### src/rtl/sw_debounce_sync.sv
// sw_debounce_sync
// Conditions raw slide-switch pins for the PIO switch input: each bit goes
// through a 2-flop synchronizer and a saturating debounce counter. The block
// produces a clean switch vector plus a one-cycle change pulse per bit.
//
// Handshake: none. sw_in is sampled every clk_clk rising edge. sw_out and
// sw_changed are registered. sw_changed[i] is high for exactly the one cycle
// in which sw_out[i] first shows its new value.
//
// Optional feature, macro SW_DEBOUNCE_EDGE_IRQ_EN:
//   defined     -> sticky edge_capture flags (write-1-to-clear through
//                  edge_clr, set wins over clear) and irq = OR of the flags.
//   not defined -> edge_capture and irq are tied to 0 and edge_clr is unused.
// The port list is identical in both builds.
module sw_debounce_sync #(
    parameter int WIDTH   = 10,
    parameter int CNT_MAX = 500000,
    parameter int CNT_W   = $clog2(CNT_MAX + 1)
) (
    input  logic             clk_clk,
    input  logic             reset_reset,
    input  logic [WIDTH-1:0] sw_in,
    output logic [WIDTH-1:0] sw_out,
    output logic [WIDTH-1:0] sw_changed,
    input  logic [WIDTH-1:0] edge_clr,
    output logic [WIDTH-1:0] edge_capture,
    output logic             irq
);

    // Last count value before the output flips. The counter therefore never
    // exceeds CNT_MAX-1 and cannot wrap.
    localparam logic [CNT_W-1:0] CNT_LAST = CNT_W'(CNT_MAX - 1);

    logic [WIDTH-1:0] r_s1;
    logic [WIDTH-1:0] r_s2;
    logic [WIDTH-1:0] r_sw_out;
    logic [WIDTH-1:0] r_sw_changed;
    logic [CNT_W-1:0] r_cnt [WIDTH];

    logic [WIDTH-1:0] w_differs;
    logic [WIDTH-1:0] w_done;

    // Per-bit decision: does the synchronized input disagree with the
    // output, and has it done so for long enough to be accepted?
    always_comb begin
        w_differs = r_s2 ^ r_sw_out;
        w_done    = '0;
        for (int i = 0; i < WIDTH; i++) begin
            w_done[i] = w_differs[i] && (r_cnt[i] == CNT_LAST);
        end
    end

    // Two-flop synchronizer; only r_s2 is used downstream.
    always_ff @(posedge clk_clk) begin
        if (reset_reset) begin
            r_s1 <= '0;
            r_s2 <= '0;
        end else begin
            r_s1 <= sw_in;
            r_s2 <= r_s1;
        end
    end

    // Debounce counters: count consecutive disagreeing cycles, restart on any
    // agreement (glitch rejection) and after an accepted flip.
    always_ff @(posedge clk_clk) begin
        for (int i = 0; i < WIDTH; i++) begin
            if (reset_reset || !w_differs[i] || w_done[i]) begin
                r_cnt[i] <= '0;
            end else begin
                r_cnt[i] <= r_cnt[i] + CNT_W'(1);
            end
        end
    end

    // Debounced output and its one-cycle change pulse.
    always_ff @(posedge clk_clk) begin
        if (reset_reset) begin
            r_sw_out     <= '0;
            r_sw_changed <= '0;
        end else begin
            r_sw_out     <= r_sw_out ^ w_done;
            r_sw_changed <= w_done;
        end
    end

    assign sw_out     = r_sw_out;
    assign sw_changed = r_sw_changed;

`ifdef SW_DEBOUNCE_EDGE_IRQ_EN
    logic [WIDTH-1:0] r_edge_capture;
    logic [WIDTH-1:0] w_edge_capture_next;
    logic             r_irq;

    // Sticky flags: a new change pulse wins over a clear in the same cycle.
    always_comb begin
        w_edge_capture_next = (r_edge_capture & ~edge_clr) | r_sw_changed;
    end

    // Registered capture flags and interrupt line, updated together.
    always_ff @(posedge clk_clk) begin
        if (reset_reset) begin
            r_edge_capture <= '0;
            r_irq          <= 1'b0;
        end else begin
            r_edge_capture <= w_edge_capture_next;
            r_irq          <= |w_edge_capture_next;
        end
    end

    assign edge_capture = r_edge_capture;
    assign irq          = r_irq;
`else
    logic w_unused_edge_clr;
    assign w_unused_edge_clr = ^edge_clr;
    assign edge_capture      = '0;
    assign irq               = 1'b0;
`endif

endmodule

### config.mk
export PLATFORM = sky130hd
export DESIGN_NAME = sw_debounce_sync
export DESIGN_NICKNAME = d
export VERILOG_FILES = /design/src/rtl/sw_debounce_sync.sv
export SDC_FILE = /design/constraint.sdc
export NUM_CORES = 1
export LEC_CHECK = 0
export BUFFER_PORTS_ARGS = -buffer_cell sky130_fd_sc_hd__clkbuf_2
export CAP_MARGIN = 20
export CORE_ASPECT_RATIO = 1.75
export CORE_MARGIN = 1.5
export CORE_UTILIZATION = 50
export CTS_CLUSTER_DIAMETER = 200
export DETAILED_ROUTE_END_ITERATION = 10
export PLACE_DENSITY = 0.69
export SYNTH_ARGS = -nofsm -noshare
export SYNTH_HDL_FRONTEND = slang
export SYNTH_SLANG_ARGS = --single-unit
export TNS_END_PERCENT = 50
### constraint.sdc
create_clock -name clk_clk -period 2.4 [get_ports clk_clk]
set_input_delay 0.12 -clock clk_clk [delete_from_list [all_inputs] [get_ports clk_clk]]
set_output_delay 0.12 -clock clk_clk [all_outputs]
set_load 0.005 [all_outputs]
# Yosys cells after proc, flatten, opt, wreduce, memory -nomap -nowiden
# Memories as Yosys holds them, arrays and structs flattened.
# Cells that the tools add are included.
[word_totals] ff_bits=40 mem_bits_rw=190 inputBits=22 output_inout_bits=31 elab_cells=117 memories=1
[mem_list] name="r_cnt" depth=10 width=19 read_ports=10 rd_ports_with_merged_regs=0 wr=10 line_no="38" source="logic [CNT_W-1:0] r_cnt [WIDTH];"
[classes] add_sub_neg=10 n_eq_ne=10 muxes=40 n_bitwise=12 reduce_logical=40
[op_table] operator="adder 19 x 1 -> 19 bit, second input constant" count=10
[op_table] operator="equality test 19 bit, second input constant" count=10
[op_table] operator="2-to-1 mux 19 bit" count=10
[op_table] operator="2-to-1 mux 1 bit" count=30
[op_table] operator="logical OR 1 bit" count=20
[op_table] operator="XOR 10 bit" count=2
[op_table] operator="logical AND 1 bit" count=10
[op_table] operator="logical NOT 1 bit" count=10
[op_table] operator="OR 1 bit" count=10

# Depth between registers and ports, before layout
[depth] depth_word=7 ltp_mapped=7 depth_no_buf=5

# Worst setup path before layout
# Ideal clock, no wire load.
[synth_timing] kind="flip-flop to flip-flop" start="mem r_cnt[9][0] (netlist name)" end="mem r_cnt[9][10] (netlist name)" setup_time_ns=0.117 arrival_ns=1.901 slack_ns=0.382 stages_incl_launch_ff=7 n_path_buf=1 period_less_slack_ns=2.018 cell_sequence="dfxtp_1 > ha_1 > nand3_1 > or4_1 > o21ai_2 > buf_2 > nor2_1"
[synth_lines] item="start: declaration" line_no="38"

==> metrics.cfg <==
[cells_and_area]
drive_above_1_share=0.103
n_antenna_cell=0
area_growth_pct=13.6
fillers=1791
post-route-util=0.577
layout.nets=1194

[job]
maxCapViolCount=0

[route]
wire_per_inst_um=13.0
viasPerCell=5.48
vias=7804
routed_wl_mm=18.5
drc=0
ant_nets=0
first_pass_iters=4
drtIter0Drc=343

[floorplan]
die_w_um=110
std_cell_rows=68
die_area_mm2=0.0208
die_y_um=190
io_pins=53
core_mm2=0.0197
start_util=0.508

[logic_synthesis]
syn_avg_cell_area_um2=9.04
synthArstFlopShare=0
synth_edf_count=0
ys.flop_type=dfxtp_1
syn_area_mm2=0.00998
ys_types=46
yosysWarnings=0
synth-seq-cells=230
ys_seq_area_frac=0.461
syn-instance-count=1104

[timing]
slew-limit-headroom=0.616
fmax_ghz=0.476
min_period_ps=2100
setup_viol=0
finalSetupTns_ps=0
final_hold_viol_count=0
worstMarginPinSlew_ps=570
skew_ps=8.74
drv_slew=0
rsz0062_at_grt=no
period_share=0.876

[clock_network]
clk_pin_slew_ps=70
postCtsSetupRepairBufs=0
h-tree-depth=1
cts_resized=0
ctsHoldBuffers=10
cts_tree=yes
cts_buffer_depth=3
worstSkewPairLatency_ps=510
cts_buffers=23
cts_num_sinks=230
cts-root-buf=clkbuf_16

[global_route]
first_global_vias=7591
grt_antenna_before_repair=0
overflow=0
track_usage=0.185
grt_first_pass_wirelength_mm=32.4
grt_max_degree=26

[power]
p_leak_nw=3.53
ir_worst_vdd_mv=0.562
pwr_density_cell_mw_per_mm2=687

[placed_design]
place_congestion=0.812
dp_hpwl_mm=13.2
port_buffers=31

[setup_path]
end_kind=register
worstPathMaxFanout=17
critPathKind=reg2reg
arrival_ps=2480
startpoint_type=register
cp.required_ps=2770

[hold_path]
hold_path.class=in2reg

[outcome]
status=finished clean

area by class of cell:
| cell class | instances | area (µm²) | area share |
|---|---|---|---|
| Tap cell | 245 | 307 | 0.0270 |
| Clock inverter | 10 | 156 | 0.0138 |
| Clock buffer | 32 | 669 | 0.0590 |
| Multi-Input combinational cell | 811 | 5070 | 0.447 |
| Timing Repair Buffer | 57 | 388 | 0.0342 |
| Inverter | 39 | 146 | 0.0129 |
| Sequential cell | 230 | 4600 | 0.406 |
flip-flops by register name (all words and copies together), names as in the netlist, named ones only:
name	cells
r_cnt	190
r_s1	10
r_s2	10
sw_changed	10
placed cells by master (no fill, tap or decap), types with 20 or more instances in the layout:
master / count
inv_1: 39
o21ai_0: 23
dfxtp_1: 230
nand3_1: 62
a21oi_1: 43
nand2_1: 46
nand4_1: 58
nor3_1: 33
nor2b_1: 20
clkbuf_2: 31
nor2_1: 170
xor2_1: 66
or4_1: 24
nor4_1: 27
xnor2_1: 76
or3_1: 25
clkbuf_16: 23
logic make-up after synthesis:
logic type / Yosys count / share of synthesized area
buffers and inverters: 73 / 0.0344
adders and majority gates: 10 / 0.0125
DFF: 230 / 0.462
xor gates and xnor gates: 142 / 0.125
AOI/OAI and AO/OA: 106 / 0.0717
and+or+nand+nor: 542 / 0.295
other: 1 / 0.000376
worst max-delay path, stage by stage (launching register included):
cell and delay [ps]:
dfxtp_1 400, or4bb_1 500, or4_4 580, o21bai_4 380
nor2_1 100
through the flow:
step	area [µm²]	instances	hold slack, ps	total power, W	worst slack, ps
2_1_floorplan	10000	1114	248	0.00401	382
3_3_place_gp	10400	1372	327	0.00403	334
3_5_place_dp	10400	1372	334	0.00403	303
4_1_cts	11300	1424	187	0.00791	298
5_1_grt	11300	1424	224	0.00807	183
6_report	11300	1424	182	0.00779	299
power by group:
part	switching, W	internal, W
combinational	0.0000578	0.0000464
clock	0.00146	0.00238
sequential	0.0000122	0.00384
Yosys cell counts (3+ instances only):
library cell	instances	area (µm²)
o21ai_0	23	115
dfxtp_1	230	4600
ha_1	10	125
or3b_2	5	43.8
nor2_1	170	638
buf_4	17	128
and3_1	11	68.8
nor2b_1	20	125
o21ba_2	5	50.1
a21oi_1	43	215
nand4_1	58	363
nand2_1	46	173
clkbuf_1	13	48.8
inv_1	39	146
o31ai_1	14	105
xor2_1	66	578
nand3_1	62	310
or4_4	6	67.6
nand2b_1	6	37.5
or3_1	25	156
o21bai_4	5	93.8
or2_2	3	18.8
a31o_2	4	35.0
buf_2	4	20.0
nor4_1	27	169
or4_1	24	180
nor3_1	33	165
or4b_1	7	70.1
xnor2_1	76	666
o21a_1	5	37.5
and4_1	19	166
nor4b_1	5	43.8
per-layer routing:
metal	routed length [µm]	share of wire	vias to the layer above	global-route usage
li1	-	-	3995	-
met1	7540	0.41	3682	0.196
met2	9980	0.54	86	0.355
met3	527	0.028	41	0.0271
met4	499	0.027	0	0.0674
met5	0	0	-	0
worst paths after layout:
check / start / end / slack [ps] / cells past startpoint
setup / recovery: r_cnt[0][8] / r_cnt[0][9] / 300 / 4
hold / removal: reset_reset / register / 180 / 2
setup reg to reg: r_cnt[0][8] / r_cnt[0][9] / 300 / 4
hold reg to reg: r_s1[9] / r_s2[9] / 430 / 1
Power figures use the tool's default switching activity.
